File: src/rtl/voq_req_gen.sv
// VOQ occupancy tracker and request generator feeding a priority iSLIP scheduler.
// Launches one scheduling round per start pulse and applies the returned match to the counters.
module voq_req_gen #(
  parameter int N  = 4,
  parameter int P  = 16,
  parameter int C  = $clog2(P),
  parameter int QD = 16,
  parameter int QW = $clog2(QD + 1)
) (
  input  logic                          clk,
  input  logic                          reset,
  input  logic                          en,
  input  logic [N-1:0]                  arr_valid,
  input  logic [N-1:0][$clog2(N)-1:0]   arr_dst,
  output logic [N-1:0]                  drop,
  output logic [C-1:0]                  pri_req_out [0:N-1][0:N-1],
  output logic                          start,
  input  logic [N-1:0][N-1:0]           decision,
  input  logic                          decision_ready,
  output logic [N-1:0][N-1:0]           xbar_cfg,
  output logic                          xbar_valid,
  output logic                          decision_err,
  output logic                          busy
);

  localparam int AW = $clog2(N);

  typedef enum logic [1:0] {IDLE, LAUNCH, WAIT} state_t;

  state_t               state_q, state_d;
  logic [QW-1:0]        occ_q [N][N];
  logic [QW-1:0]        occ_d [N][N];
  logic [C-1:0]         pri_q [N][N];
  logic [C-1:0]         pri_d [N][N];
  logic [N-1:0][N-1:0]  xbar_q, xbar_d;
  logic                 xbar_valid_q, xbar_valid_d;
  logic                 decision_err_q, decision_err_d;
  logic [N-1:0]         drop_q, drop_d;
  logic [N-1:0][N-1:0]  dep_match;
  logic [N-1:0]         col_v;
  logic                 dec_ok;

  // Occupancy above the top priority level saturates at P-1.
  function automatic logic [C-1:0] sat_pri(input logic [QW-1:0] occ);
    if (int'(occ) > P - 1) return C'(P - 1);
    return C'(occ);
  endfunction

  // A match is usable only if it is a partial permutation over non-empty VOQs.
  always_comb begin
    dec_ok = 1'b1;
    col_v  = '0;
    for (int i = 0; i < N; i++)
      if ($countones(decision[i]) > 1) dec_ok = 1'b0;
    for (int j = 0; j < N; j++) begin
      for (int i = 0; i < N; i++) col_v[i] = decision[i][j];
      if ($countones(col_v) > 1) dec_ok = 1'b0;
    end
    for (int i = 0; i < N; i++)
      for (int j = 0; j < N; j++)
        if (decision[i][j] && (occ_q[i][j] == '0)) dec_ok = 1'b0;
  end

  always_comb begin
    state_d        = state_q;
    occ_d          = occ_q;
    pri_d          = pri_q;
    xbar_d         = xbar_q;
    xbar_valid_d   = 1'b0;
    decision_err_d = 1'b0;
    drop_d         = '0;
    dep_match      = '0;

    case (state_q)
      IDLE: begin
        if (en) begin
          for (int i = 0; i < N; i++)
            for (int j = 0; j < N; j++)
              pri_d[i][j] = sat_pri(occ_q[i][j]);
          state_d = LAUNCH;
        end
      end
      LAUNCH: state_d = WAIT;
      WAIT: begin
        if (decision_ready) begin
          state_d = IDLE;
          if (dec_ok) begin
            dep_match    = decision;
            xbar_d       = decision;
            xbar_valid_d = 1'b1;
          end else begin
            decision_err_d = 1'b1;
          end
        end
      end
      default: state_d = IDLE;
    endcase

    // A simultaneous arrival and departure on one VOQ cancel, even when full.
    for (int i = 0; i < N; i++) begin
      for (int j = 0; j < N; j++) begin
        if (arr_valid[i] && (arr_dst[i] == AW'(j)) && !dep_match[i][j]) begin
          if (occ_q[i][j] == QW'(QD)) drop_d[i] = 1'b1;
          else                        occ_d[i][j] = occ_q[i][j] + QW'(1);
        end else if (!(arr_valid[i] && (arr_dst[i] == AW'(j))) && dep_match[i][j]) begin
          occ_d[i][j] = occ_q[i][j] - QW'(1);
        end
      end
    end
  end

  always_ff @(posedge clk) begin
    if (!reset) begin
      state_q        <= IDLE;
      xbar_q         <= '0;
      xbar_valid_q   <= 1'b0;
      decision_err_q <= 1'b0;
      drop_q         <= '0;
      for (int i = 0; i < N; i++)
        for (int j = 0; j < N; j++) begin
          occ_q[i][j] <= '0;
          pri_q[i][j] <= '0;
        end
    end else begin
      state_q        <= state_d;
      occ_q          <= occ_d;
      pri_q          <= pri_d;
      xbar_q         <= xbar_d;
      xbar_valid_q   <= xbar_valid_d;
      decision_err_q <= decision_err_d;
      drop_q         <= drop_d;
    end
  end

  assign pri_req_out  = pri_q;
  assign xbar_cfg     = xbar_q;
  assign xbar_valid   = xbar_valid_q;
  assign decision_err = decision_err_q;
  assign drop         = drop_q;
  assign start        = (state_q == LAUNCH);
  assign busy         = (state_q != IDLE);

endmodule

File: config.mk
export PLATFORM = sky130hd
export DESIGN_NAME = voq_req_gen
export DESIGN_NICKNAME = d
export VERILOG_FILES = /design/src/rtl/voq_req_gen.sv
export SDC_FILE = /design/constraint.sdc
export NUM_CORES = 1
export LEC_CHECK = 0
export ABC_AREA = 1
export CAP_MARGIN = 5
export CORE_MARGIN = 8
export CORE_UTILIZATION = 51
export CTS_BUF_LIST = sky130_fd_sc_hd__clkbuf_8 sky130_fd_sc_hd__clkbuf_16
export DETAILED_ROUTE_END_ITERATION = 16
export GPL_TIMING_DRIVEN = 1
export PLACE_DENSITY = 0.84
export SLEW_MARGIN = 5
export SYNTH_ARGS = -nofsm -noshare
export SYNTH_HDL_FRONTEND = slang
export SYNTH_SLANG_ARGS = --single-unit
File: constraint.sdc
create_clock -name clk -period 3.6 [get_ports clk]
set_input_delay 1.08 -clock clk [delete_from_list [all_inputs] [get_ports clk]]
set_output_delay 1.08 -clock clk [all_outputs]
set_load 0.01 [all_outputs]
==> summary.md <==
| Metric | Value |
|---|---|
| Largest net degree at the start of global routing | `68` |
| PortBufs | `119` |
| DRT Pass-1 Iters | `7` |
| Share of the synthesized area in the top cell type | `0.3523` |
| Via density | `5.533` |
| Crit path launch type | `primary input` |
| Vias in the first global route | `9814` |
| Initial cell density of the core | `0.5155` |
| Utilization after layout | `0.7156` |
| CTS tree | `done` |
| Worst-path fanout max | `11` |
| Cell Rows | `50` |
| Yosys reg bits | `168` |
| Data required, critical path | `3.91 ns` |
| Routed wire length | `29880 um` |
| Die Height | `152.8 um` |
| Synth warnings | `0` |
| Core Area | `18520 um2` |
| Crit-path max cell delay | `0.49 ns` |
| PnR worst setup slack | `-0.04343 ns` |
| Worst Path Arrival | `3.95 ns` |
| Hold Vio Cnt, Final | `0` |
| Yosys top cell by area | `dfxtp_1` |
| Post-synth EDFFs | `0` |
| Die W | `152.8 um` |
| Root buffer cell | `clkbuf_16` |
| Commonest cells after routing, fill and taps aside | `nor2_1, dfxtp_1, buf_4` |
| Worst hold path type | `flop to flop` |
| Kind of critical path | `primary input to flop` |
| Net count after synthesis | `1421` |
| Placer congestion estimate | `0.9206` |
| Clock slew at reported path FFs | `0.07 ns` |
| DRC viols | `0` |
| Tightest Pin Transition | `1.023 ns` |
| Post-synthesis async set-or-reset flop share | `0` |
| Pre-CTS setup slack | `-0.7819 ns` |
| Max_slew headroom | `0.3174` |
| Crit path time final | `3.643 ns` |
| Period Utilization, post-route | `1.012` |
| Wire per inst | `16.38 um` |
| First-pass GRT wire length | `47120 um` |
| Htree depth | `4` |
| Hpwl dp | `20240 um` |
| DR iter-0 viols | `673` |
| Seq/Total Area, Yosys | `0.3523` |
| Syn-to-layout area delta | `38.83%` |
| Clock Path Buffers | `2` |
| # hold bufs at CTS | `0` |
| Io pins | `120` |
| PwrDens | `389.8 nW/um2` |
| Peak supply drop | `0.3766 mV` |
| Die area | `23350 um2` |
| Primary FF master, synth | `dfxtp_1` |
| Vias | `10090` |
| Sink Count | `168` |
| Cells taking the most area after synthesis | `dfxtp_1, nor2_1, ha_1` |
| Worst path cell trace | `buf_2, buf_6, fa_1, o21bai_1, nand2_1, nand2_4, nor2_4, buf_12, buf_4, nand2_4, nor2_8, nand3_1, nand2_1, inv_1, nor2_1, nor2_1` |
| Syn Area/Cell | `7.248 um2` |
| Max Cap Viol | `0` |
| Antenna Nets Post-Route | `0` |
| Synthesized cell area | `9545 um2` |
| Slowest cell on the critical path | `fa_1` |
| Final Max Tran Viols | `0` |
| Setup violations, final | `1` |
| Synth Instances | `1317` |
| Antenna violations before repair | `1` |
| F_max | `274.5 MHz` |
| Setup Skew | `0.01444 ns` |
| Commonest non-fill, non-tap cell in the layout | `nor2_1` |
| CP delay by family, top | `simple AND/OR/NAND/NOR gates` |
| Share of post-route cells with drive strength above 1 | `0.2259` |
| Outcome | `finished with violations` |
| Cell variety after synth | `37` |
| Worst-Skew Late Latency | `0.44 ns` |
| GRT Overall Usage | `0.2431` |
| Endpoint class of the critical path | `flop` |
| Fin nets | `1680` |
| Leak | `6.021 nW` |
| CTS Buf Count | `17` |
| Total grt overflow | `0` |
| Failing checks | `setup timing` |
| CP Buf/Inv Count | `5` |
-- synth_stat cells, drive strengths merged, types with 3 or more instances --
master	n
nor2	276
dfxtp	168
nand2	152
inv	138
o21ai	128
nand3	118
nor3	78
ha	48
a21oi	40
clkbuf	30
fa	24
xor2	22
buf	20
a31oi	19
nand4	18
a21o	16
xnor2	10
or2	4
nand3b	3
-- where the power goes --
group / switching, W / internal (W) / leakage, nW
clock: 0.000804 / 0.00104 / 0.288
sequential: 0.000124 / 0.00198 / 1.38
combinational: 0.000648 / 0.000568 / 4.36
-- sequential cells by signal, summed over array words and instances, names as in the netlist --
register / cells
state_q: 2
pri_req_out: 64
occ_q: 80
xbar_cfg: 16
xbar_valid: 1
drop: 4
decision_err: 1
-- what timing repair did --
action | CTS | global route
resized for setup | 39 | 80
pin swaps | 15 | 37
gates cloned | 1 | 0
buffers inserted | 9 | 11
endpoints found under the setup margin | 60 | 36
-- cell type report --
class / count / area [um2]
clock buffer: 18 / 439.2
antenna: 1 / 2.502
tap: 234 / 292.8
sequential: 168 / 3363
clock inverter: 14 / 150.1
timing repair buffer: 289 / 2479
fill: 1390 / 5266
multi-input combinational: 961 / 5991
inverter: 139 / 534.3
-- per-stage QoR --
stage	total power, W	TNS (ns)	hold WS (ns)	cells	instance area [um2]
after floorplan	0.002761	-0.05210	0.4836	1317	9872
after global placement	0.003195	-42.53	0.4534	1770	12280
after detailed placement	0.003245	-49.24	0.4582	1770	12280
after CTS	0.005097	0	0.4727	1812	12990
after global routing	0.005405	-0.6248	0.4835	1824	13250
final	0.005165	-0.04343	0.4718	1824	13250
-- path summary, 6_finish.rpt --
kind,startpoint,endpoint,slack (ns),depth (start not counted)
worst max-delay path,decision[15],occ_q[6]$_SDFFE_PN0P_,-0.04,16
worst min-delay path,xbar_cfg[8]$_SDFFE_PN0P_,xbar_cfg[8]$_SDFFE_PN0P_,0.47,2
worst max register to register,occ_q[79]$_SDFFE_PN0P_,occ_q[6]$_SDFFE_PN0P_,0.39,15
worst min register to register,xbar_cfg[8]$_SDFFE_PN0P_,xbar_cfg[8]$_SDFFE_PN0P_,0.47,2
-- tightest hold or removal path: stages (launching register included) --
cell and delay [ns]:
dfxtp_1 0.31, nand2_1 0.06, a21oi_1 0.05
-- cells by family after synthesis --
| kind of cell | after synthesis | synth area share |
|---|---|---|
| AO/OA/AOI/OAI | 206 | 0.1156 |
| adder cells (fa/ha/maj) | 72 | 0.1133 |
| AND/OR/NAND/NOR | 650 | 0.3090 |
| XOR/XNOR | 32 | 0.02936 |
| flip-flops | 168 | 0.3523 |
| buffers and inverters | 189 | 0.08048 |
-- per-layer routing --
layer  vias to the layer above  global-route usage  share of wire
li1                       4861                   -              -
met1                      4725              0.2865           0.41
met2                       398              0.4166           0.49
met3                       108             0.05526          0.068
met4                         0              0.1079          0.039
met5                         -                   0              0
No activity file was read; power rests on OpenSTA's default activity.
